--- src/rtl/ppu_op_scheduler.sv ---
// Single-issue sequencer in front of the posit arithmetic core: resolves
// zero/NaR operands locally, otherwise dispatches to the core under a watchdog.
module ppu_op_scheduler #(
    parameter int N       = 16,
    parameter int OP_BITS = 2,
    parameter int TIMEOUT = 64,
    parameter int CNT_W   = 7
) (
    input  logic               clk,
    input  logic               rst_n,
    input  logic               in_valid,
    output logic               in_ready,
    input  logic [OP_BITS-1:0] in_op,
    input  logic [N-1:0]       in_p1,
    input  logic [N-1:0]       in_p2,
    output logic               core_start,
    output logic [OP_BITS-1:0] core_op,
    output logic [N-1:0]       core_p1,
    output logic [N-1:0]       core_p2,
    output logic               core_abort,
    input  logic               core_done,
    input  logic [N-1:0]       core_result,
    output logic               out_valid,
    input  logic               out_ready,
    output logic [N-1:0]       out_result,
    output logic               out_special,
    output logic               out_err
);

    localparam logic [OP_BITS-1:0] OP_ADD = OP_BITS'(0);
    localparam logic [OP_BITS-1:0] OP_SUB = OP_BITS'(1);
    localparam logic [OP_BITS-1:0] OP_MUL = OP_BITS'(2);
    localparam logic [OP_BITS-1:0] OP_DIV = OP_BITS'(3);
    localparam logic [N-1:0]       NAR    = {1'b1, {(N-1){1'b0}}};
    localparam logic [CNT_W-1:0]   LAST   = CNT_W'(TIMEOUT - 1);

    typedef enum logic [1:0] {IDLE, ISSUE, WAIT, RESP} state_t;

    state_t         state;
    state_t         state_next;
    logic [CNT_W-1:0] counter;
    logic           accept;
    logic           expired;
    logic           fp_hit;
    logic [N-1:0]   fp_result;
    logic           p1_zero, p2_zero, p1_nar, p2_nar;

    assign p1_zero = (in_p1 == '0);
    assign p2_zero = (in_p2 == '0);
    assign p1_nar  = (in_p1 == NAR);
    assign p2_nar  = (in_p2 == NAR);
    assign accept  = in_valid && (state == IDLE);
    assign expired = (counter == LAST);

    // Fast-path rules, checked in priority order for each opcode.
    always_comb begin
        fp_hit    = 1'b0;
        fp_result = '0;
        case (in_op)
            OP_ADD: begin
                if (p1_nar || p2_nar) begin
                    fp_hit = 1'b1; fp_result = NAR;
                end else if (p1_zero) begin
                    fp_hit = 1'b1; fp_result = in_p2;
                end else if (p2_zero) begin
                    fp_hit = 1'b1; fp_result = in_p1;
                end
            end
            OP_SUB: begin
                if (p1_nar || p2_nar) begin
                    fp_hit = 1'b1; fp_result = NAR;
                end else if (p1_zero && p2_zero) begin
                    fp_hit = 1'b1; fp_result = '0;
                end else if (p1_zero) begin
                    fp_hit = 1'b1; fp_result = (~in_p2) + N'(1);
                end else if (p2_zero) begin
                    fp_hit = 1'b1; fp_result = in_p1;
                end
            end
            OP_MUL: begin
                if (p1_nar || p2_nar) begin
                    fp_hit = 1'b1; fp_result = NAR;
                end else if (p1_zero || p2_zero) begin
                    fp_hit = 1'b1; fp_result = '0;
                end
            end
            OP_DIV: begin
                if (p1_nar || p2_nar || p2_zero) begin
                    fp_hit = 1'b1; fp_result = NAR;
                end else if (p1_zero) begin
                    fp_hit = 1'b1; fp_result = '0;
                end
            end
            default: begin
                fp_hit    = 1'b0;
                fp_result = '0;
            end
        endcase
    end

    always_ff @(posedge clk or negedge rst_n) begin
        if (!rst_n) state <= IDLE;
        else        state <= state_next;
    end

    always_comb begin
        state_next = state;
        case (state)
            IDLE:  if (accept) state_next = fp_hit ? RESP : ISSUE;
            ISSUE: state_next = WAIT;
            WAIT:  if (core_done || expired) state_next = RESP;
            RESP:  if (out_ready) state_next = IDLE;
            default: state_next = IDLE;
        endcase
    end

    // A done arriving on the expiry cycle wins, so abort is gated by it.
    always_comb begin
        in_ready   = (state == IDLE);
        out_valid  = (state == RESP);
        core_start = (state == ISSUE);
        core_abort = (state == WAIT) && expired && !core_done;
    end

    always_ff @(posedge clk or negedge rst_n) begin
        if (!rst_n) begin
            core_op     <= '0;
            core_p1     <= '0;
            core_p2     <= '0;
            out_result  <= '0;
            out_special <= 1'b0;
            out_err     <= 1'b0;
            counter     <= '0;
        end else begin
            case (state)
                IDLE: begin
                    if (accept && fp_hit) begin
                        out_result  <= fp_result;
                        out_special <= 1'b1;
                        out_err     <= 1'b0;
                    end else if (accept) begin
                        core_op <= in_op;
                        core_p1 <= in_p1;
                        core_p2 <= in_p2;
                    end
                end
                ISSUE: counter <= '0;
                WAIT: begin
                    counter <= counter + CNT_W'(1);
                    if (core_done) begin
                        out_result  <= core_result;
                        out_special <= 1'b0;
                        out_err     <= 1'b0;
                    end else if (expired) begin
                        out_result  <= NAR;
                        out_special <= 1'b0;
                        out_err     <= 1'b1;
                    end
                end
                default: ;
            endcase
        end
    end

endmodule

--- config.mk ---
export PLATFORM = sky130hd
export DESIGN_NAME = ppu_op_scheduler
export DESIGN_NICKNAME = d
export VERILOG_FILES = /design/src/rtl/ppu_op_scheduler.sv
export SDC_FILE = /design/constraint.sdc
export NUM_CORES = 1
export LEC_CHECK = 0
export ABC_AREA = 1
export BUFFER_PORTS_ARGS = -buffer_cell sky130_fd_sc_hd__buf_2
export CORE_MARGIN = 1
export CORE_UTILIZATION = 35
export DETAILED_ROUTE_END_ITERATION = 7
export SYNTH_ARGS = -nofsm -noshare
export SYNTH_HDL_FRONTEND = slang
export SYNTH_SLANG_ARGS = --single-unit
--- constraint.sdc ---
create_clock -name clk -period 1.7 [get_ports clk]
set_input_delay 0.255 -clock clk [delete_from_list [all_inputs] [get_ports clk]]
set_output_delay 0.255 -clock clk [all_outputs]
set_load 0.1 [all_outputs]
==> flow_metrics.env, run 1 <==
export IMPL_cts_buffer_depth=2
export IMPL_cp_max_fo=2
export IMPL_drt_vias_per_instance=4.73
export IMPL_clkTransAtPathRegs_ps=50
export IMPL_multi_input_area_um2=2130
export IMPL_syn_num_nets=640
export IMPL_cp_slowest_stage_delay_ps=370
export IMPL_failed_checks="negative setup slack"
export IMPL_slew_viol_final=0
export IMPL_post_route_cell_area_um2=5680
export IMPL_fin_crit_ps=1870
export IMPL_timing_rr_end="out_result[0]"
export IMPL_yosysWarnings=0
export IMPL_wl_per_cell_um=14.0
export IMPL_grt_pass1_wl_um=20500
export IMPL_die_w_um=109
export IMPL_crit_family="simple AND/OR/NAND/NOR gates"
export IMPL_tightestPinTransition_ps=498
export IMPL_r2r_start="counter[0]"
export IMPL_whs_endpoint="out_result[8]"
export IMPL_cp_start_kind="register"
export IMPL_clockRootBuffer="clkbuf_16"
export IMPL_p_int_uw=4890
export IMPL_syn_inst=579
export IMPL_die_h_um=109
export IMPL_drive_above_1_share_pct=30.2
export IMPL_via_count=4297
export IMPL_yosysUniqueCellTypes=33
export IMPL_hpwl_um=9980
export IMPL_clock_latency_ps=330
export IMPL_netlist_top_cell_by_area="dfrtp_1"
export IMPL_reg2reg_slack_ps=30
export IMPL_placedInstanceArea_um2=5280
export IMPL_end_kind="output pin"
export IMPL_diodes=0
export IMPL_fin_crit_sh_pct=110
export IMPL_power_frac_comb_pct=66.4
export IMPL_hp_start="core_result[8]"
export IMPL_finalWorstSetupSlack_ps=-174
export IMPL_grt_max_degree=62
export IMPL_critPathKind="register to output pin"
export IMPL_path_buf_inv=2
export IMPL_ys_seq_area_share_pct=38.2
export IMPL_powerDensity_nw_per_um2=2160
export IMPL_p_clk_share_pct=13.4
export IMPL_register_area_um2=1530
export IMPL_ioPinCount=111
export IMPL_fmax_mhz=534
export IMPL_first_pass_iters=4
export IMPL_worstPathRequired_ps=1440
export IMPL_min_path_type="primary input to register"
export IMPL_tritoncts="built"
export IMPL_max_cap_viol_count=0
export IMPL_gp_congestion=0.978
export IMPL_max_slew_margin_pct=67.1
export IMPL_grt_overflow=0
export IMPL_holdPathStages=5
export IMPL_fill_cells=1129
export IMPL_pre_cts_slack_ps=-239
export IMPL_synth_area_leaders="dfrtp_1, nand2_1, nor2_1"
export IMPL_wirelength_um=12800
export IMPL_cts_buffers=9
export IMPL_layout_nets=826
export IMPL_grt_pass1_vias=4269
export IMPL_grt_antenna_before_repair=0
export IMPL_start_util_pct=36.4
export IMPL_htree_levels=3
export IMPL_grt_setup_unrepaired="yes"
export IMPL_worstPathArrival_ps=1620
export IMPL_setup_viol=1
export IMPL_synthesis_area_um2=4000
export IMPL_syn_avg_cell_area_um2=6.91
export IMPL_placementRows=38
export IMPL_ir_drop_v=0.00149
export IMPL_switchingPower_uw=7360
export IMPL_route_detailed_drc=0
export IMPL_fin_hold_ws_ps=239
export IMPL_p_sw_share_pct=60.1
export IMPL_drtIter0Drc=307
export IMPL_critPathSlowestCell="dfrtp_1"
export IMPL_synth_seq_cells=61
export IMPL_fin_worst_skew_ps=4.41
export IMPL_core_area_um2=11000
export IMPL_status="finished with violations"
export IMPL_power_leakage_uw=0.00302
export IMPL_hold_violations=0
export IMPL_power_frac_seq_pct=20.2
export IMPL_fin_cells=909
export IMPL_path_cells="ha_2 > nand3_2 > nor2_4 > nand3_2 > buf_4 > nor2_4 > buf_12"
export IMPL_yosys_area_top_type_share_pct=38.2
export IMPL_reg2regPathDepth=9
export IMPL_io_buffers=110
export IMPL_area_delta_synth_final_pct=41.9
export IMPL_ant_nets=0
export IMPL_cts_sinks=61
export IMPL_die_area_um2=11900
export IMPL_place_inst=885
export IMPL_gr_usage_all_layers_pct=22.9
-- timing repair --
item / in CTS / in global routing
endpoints found under the hold margin: 61 / 0
endpoints found under the setup margin: 3 / 17
hold buffers: 1 / 0
gates resized for setup: 5 / 10
setup buffers: 4 / 3
cloned: 0 / 1
pin swaps: 4 / 1
-- worst reg2reg max path, stage by stage (launching register included) --
cell      delay (ps)
dfrtp_1          370
ha_2             200
nand3_2           90
nor2_4           120
nand3_2           90
nand3_1          170
nand3_4          140
buf_12           180
nor2_1           100
a21boi_0          90
-- Yosys cell counts (all sizes together) --
master and number:
o21ai 30, buf 15, xor2 9, a31oi 1, inv 75, dfrtp 61, a21boi 5, nor3 3
o21a 26, nand3b 5, nor4 1, nand3 38, a21oi 18, a22o 1, nand4 7, clkbuf 4
nor2 82, nand2 186, o211ai 5, or2 1, ha 6
-- power groups by stage --
| stage | Combinational, uW | Clock [uW] | Sequential, uW |
|---|---|---|---|
| 6_report | 8130 | 1650 | 2470 |
| 3_3_place_gp | 7840 | 0 | 2460 |
| 2_1_floorplan | 2170 | 0 | 6700 |
| 4_1_cts | 7970 | 1680 | 2470 |
| 5_1_grt | 8560 | 1750 | 2540 |
| 3_5_place_dp | 7910 | 0 | 2480 |
-- layer usage --
| layer | vias to the layer above | routed length (um) | GRT usage [%] |
|---|---|---|---|
| met5 | - | 0 | 0 |
| met4 | 0 | 270 | 10.6 |
| met3 | 17 | 704 | 4.30 |
| met2 | 108 | 5890 | 37.3 |
| met1 | 1973 | 5890 | 29.2 |
| li1 | 2199 | - | - |
-- how the worst max path moves through the flow --
| stage | from | end | slack, ps | cells after the start |
|---|---|---|---|---|
| after floorplan | state[1] | core_p2[7] | 0.3 | 8 |
| after global placement | in_p2[6] | out_result[0] | -220 | 11 |
| after detailed placement | in_p2[0] | out_result[3] | -240 | 13 |
| after CTS | counter[0] | core_abort | -180 | 7 |
| after global routing | counter[0] | core_abort | -250 | 7 |
| final | counter[0] | core_abort | -170 | 7 |
-- area by class of cell --
type | instances | share of cell area (%)
multi-input cells | 424 | 37.5
repair buffers | 194 | 22.9
flip-flops and latches | 61 | 26.9
well taps | 140 | 3.09
clock inverters | 2 | 0.176
inverters | 75 | 4.98
clock buffers | 13 | 4.41
-- cell families (layout without fill, tap and decap cells) --
kind of cell | after synthesis | count (layout) | share of synthesized area [%]
AOI/OAI and AO/OA | 86 | 86 | 13.1
xor gates and xnor gates | 9 | 9 | 1.97
adders and majority gates | 6 | 6 | 1.88
buffers and inverters | 94 | 284 | 10.6
DFF | 61 | 61 | 38.2
and+or+nand+nor | 323 | 323 | 34.3
-- sequential cells by signal, indices dropped and copies added (netlist names) --
signal and flops:
core_op 2, core_p1 16, core_p2 16, counter 7, out_err 1, out_result 16
out_special 1, state 2
-- layout by cell type, fill, tap and decap left out, types with 6 or more instances in the layout --
cell and n:
nand4_1 6, o21ai_0 27, buf_12 7, buf_2 106, dfrtp_1 61, o21a_1 26
nor2_1 73, inv_1 71, clkbuf_16 10, a21oi_1 18, nand2_1 181, nand3_1 35
buf_4 77, xor2_1 9
-- metrics by stage --
stage	util, %	power (uW)	setup TNS [ps]
CTS	51.0	12100	-185
finish	51.7	12200	-174
global placement	48.0	10300	-6660
global route	51.7	12800	-963
detailed placement	48.0	10400	-6900
floorplan	-	8860	0
No activity file was read; power rests on OpenSTA's default activity.
==> run 2, diff against run 1 <==
--- a/config.mk
+++ b/config.mk
@@ -5,7 +5,7 @@
 export SDC_FILE = /design/constraint.sdc
 export NUM_CORES = 1
 export LEC_CHECK = 0
-export ABC_AREA = 1
+export ABC_AREA = 0
 export BUFFER_PORTS_ARGS = -buffer_cell sky130_fd_sc_hd__buf_2
 export CORE_MARGIN = 1
 export CORE_UTILIZATION = 35
==> run 2 against run 1 <==
  * The flow still finishes with violations (negative setup slack)
  * First-iteration DRC count down 36%
  * Critical endpoint unchanged
  * Synthesized cell count down 42%
  * Largest cell class unchanged
  * Worst setup slack better by 11 ps
  * Hold slack worse by 70 ps
  * Clock-buffer cell count down 4
  * Synthesized area down 9.9%
  * Register-to-register slack worse by 120 ps
==> flow_metrics.env, run 2 <==
export IMPL_drtIter0Drc=198
export IMPL_synth_ff_type="dfrtp_1"
export IMPL_routed_wl_met2_um=6050
export IMPL_synth_area_leaders="dfrtp_1, mux2_4, o211ai_1"
export IMPL_cts_buffers=9
export IMPL_htree_levels=3
export IMPL_cts_sinks=61
export IMPL_dr_max_layer_used="met4"
export IMPL_synth_edff_count=0
export IMPL_failed_checks="negative setup slack"
export IMPL_clkTransAtPathRegs_ps=80
export IMPL_register_area_um2=1530
export IMPL_die_h_um=103
export IMPL_grt_antenna_before_repair=0
export IMPL_slew_viol_final=0
export IMPL_wirelength_um=12100
export IMPL_max_slew_margin_pct=66.8
export IMPL_ioPinCount=111
export IMPL_drt_vias_per_instance=5.11
export IMPL_top_regs="core_p1 (16), core_p2 (16), out_result (16)"
export IMPL_fin_crit_ps=1860
export IMPL_worstPathRequired_ps=1440
export IMPL_tightestPinTransition_ps=501
export IMPL_grt_max_degree=62
export IMPL_clockRootBuffer="clkbuf_8"
export IMPL_tritoncts="built"
export IMPL_yosysUniqueCellTypes=56
export IMPL_gr_usage_all_layers_pct=23.1
export IMPL_diodes=0
export IMPL_ys_seq_area_share_pct=42.3
export IMPL_die_area_um2=10700
export IMPL_multi_input_area_um2=2210
export IMPL_setup_viol=26
export IMPL_start_util_pct=36.5
export IMPL_syn_inst=336
export IMPL_placementRows=36
export IMPL_critPathKind="register to output pin"
export IMPL_ant_nets=0
export IMPL_synth_seq_cells=61
export IMPL_yosysWarnings=0
export IMPL_fin_worst_skew_ps=12.1
export IMPL_finalWorstSetupSlack_ps=-164
export IMPL_end_kind="output pin"
export IMPL_m1WireLength_um=5340
export IMPL_cp_slowest_stage_delay_ps=400
export IMPL_hpwl_um=8390
export IMPL_syn_avg_cell_area_um2=10.7
export IMPL_first_pass_iters=5
export IMPL_critPathSlowestCell="dfrtp_1"
export IMPL_fill_cells=874
export IMPL_grt_pass1_wl_um=18100
export IMPL_gp_congestion=0.819
export IMPL_cts_buffer_depth=2
export IMPL_final_common_cell="buf_2"
export IMPL_worstPathArrival_ps=1610
export IMPL_hold_violations=0
export IMPL_cp_start_kind="register"
export IMPL_syn_num_nets=397
export IMPL_final_cell_mix="buf_2, buf_4, dfrtp_1"
export IMPL_grt_setup_unrepaired="yes"
export IMPL_min_path_type="primary input to register"
export IMPL_layout_nets=611
export IMPL_fin_hold_ws_ps=169
export IMPL_fin_crit_sh_pct=110
export IMPL_synth_most_common_cell="dfrtp_1"
export IMPL_max_cap_viol_count=0
export IMPL_post_route_cell_area_um2=5810
export IMPL_clock_latency_ps=360
export IMPL_ys_async_sr_fraction_pct=100
export IMPL_die_w_um=103
export IMPL_io_buffers=110
export IMPL_area_delta_synth_final_pct=61.2
export IMPL_synthesis_area_um2=3600
export IMPL_netlist_top_cell_by_area="dfrtp_1"
export IMPL_fmax_mhz=537
export IMPL_placedInstanceArea_um2=5080
export IMPL_met3_length_um=537
export IMPL_cp_max_fo=2
export IMPL_grt_pass1_vias=3534
export IMPL_route_detailed_drc=0
export IMPL_path_cells="inv_2 > ha_4 > nand2b_4 > buf_6 > nor3_4 > buf_12"
export IMPL_grt_overflow=0
export IMPL_status="finished with violations"
export IMPL_place_inst=645
export IMPL_drive_above_1_share_pct=57.8
export IMPL_yosys_area_top_type_share_pct=42.3
export IMPL_core_area_um2=9860
export IMPL_fin_cells=688
export IMPL_via_count=3517
export IMPL_wl_per_cell_um=17.6
export IMPL_synthTopCellsByCount="dfrtp_1, mux2_4, nand2_1, nor2_1"
export IMPL_final_util_pct=58.9
## run 2: changes by cell type in the layout (fill, tap and decap cells not counted), sizes merged, moves of 6 or more
cell    change
o21ai      -14
nand2     -166
nand2b      +6
nor4        +8
o211ai      +7
nand3      -28
buf        +30
a22oi      +10
o21a       -17
inv        -61
nor2       -64
mux2       +34
## run 2: through the flow
| stage | setup TNS [ps] | setup WS, ps |
|---|---|---|
| 2_1_floorplan | -5490 | -153 |
| 3_3_place_gp | -19840 | -424 |
| 3_5_place_dp | -20600 | -479 |
| 4_1_cts | -4040 | -181 |
| 5_1_grt | -3370 | -227 |
| 6_report | -1240 | -164 |
## run 2: path summary, 6_finish.rpt
check | start | slack [ps] | cells past startpoint | to
setup / recovery | state[0] | -160 | 6 | core_abort
hold / removal | core_result[14] | 170 | 3 | out_result[14]
setup reg to reg | state[0] | -90 | 9 | out_result[13]
hold reg to reg | out_result[2] | 490 | 1 | out_result[2]
max in group asynchronous | rst_n | 980 | 3 | core_p1[4]
min in group asynchronous | rst_n | 440 | 3 | core_op[0]
## run 2: worst max-delay path: cells and delay by family, from the launching register on
family / cells / cell delay, ps
AND/OR/NAND/NOR: 2 / 280
adder cells (fa/ha/maj): 1 / 150
buffers and inverters: 3 / 420
flip-flops: 1 / 400
## run 2: kinds of logic after synthesis
kind of cell,synth area share [%]
flip-flops,42.3
buffers and inverters,5.66
adder cells (fa/ha/maj),2.08
AO/OA/AOI/OAI,17.1
multiplexers,14.6
AND/OR/NAND/NOR,15.6
XOR/XNOR,2.67
## run 2: cell type report
| class | count | area share, % |
|---|---|---|
| Timing Repair Buffer | 223 | 28.7 |
| Clock inverter | 7 | 0.732 |
| Sequential cell | 61 | 26.3 |
| Clock buffer | 9 | 2.13 |
| Tap cell | 133 | 2.86 |
| Inverter | 13 | 1.18 |
| Multi-Input combinational cell | 242 | 38.1 |
## run 2: timing repair
action,in CTS,in global routing
pin swaps,10,15
cloned,4,3
resized for setup,48,38
hold endpoints to repair,61,0
endpoints found under the setup margin,53,56
buffers inserted,26,6
hold buffers,1,0
## run 2: per-layer routing
layer	vias to the layer above	GRT usage (%)
met3	13	3.70
met1	1726	30.1
li1	1679	-
met4	0	8.23
met5	-	0
met2	99	38.7
Power of run 2 is not shown: default switching activity piles up to over one toggle a cycle in this logic, so the estimate is an artifact.
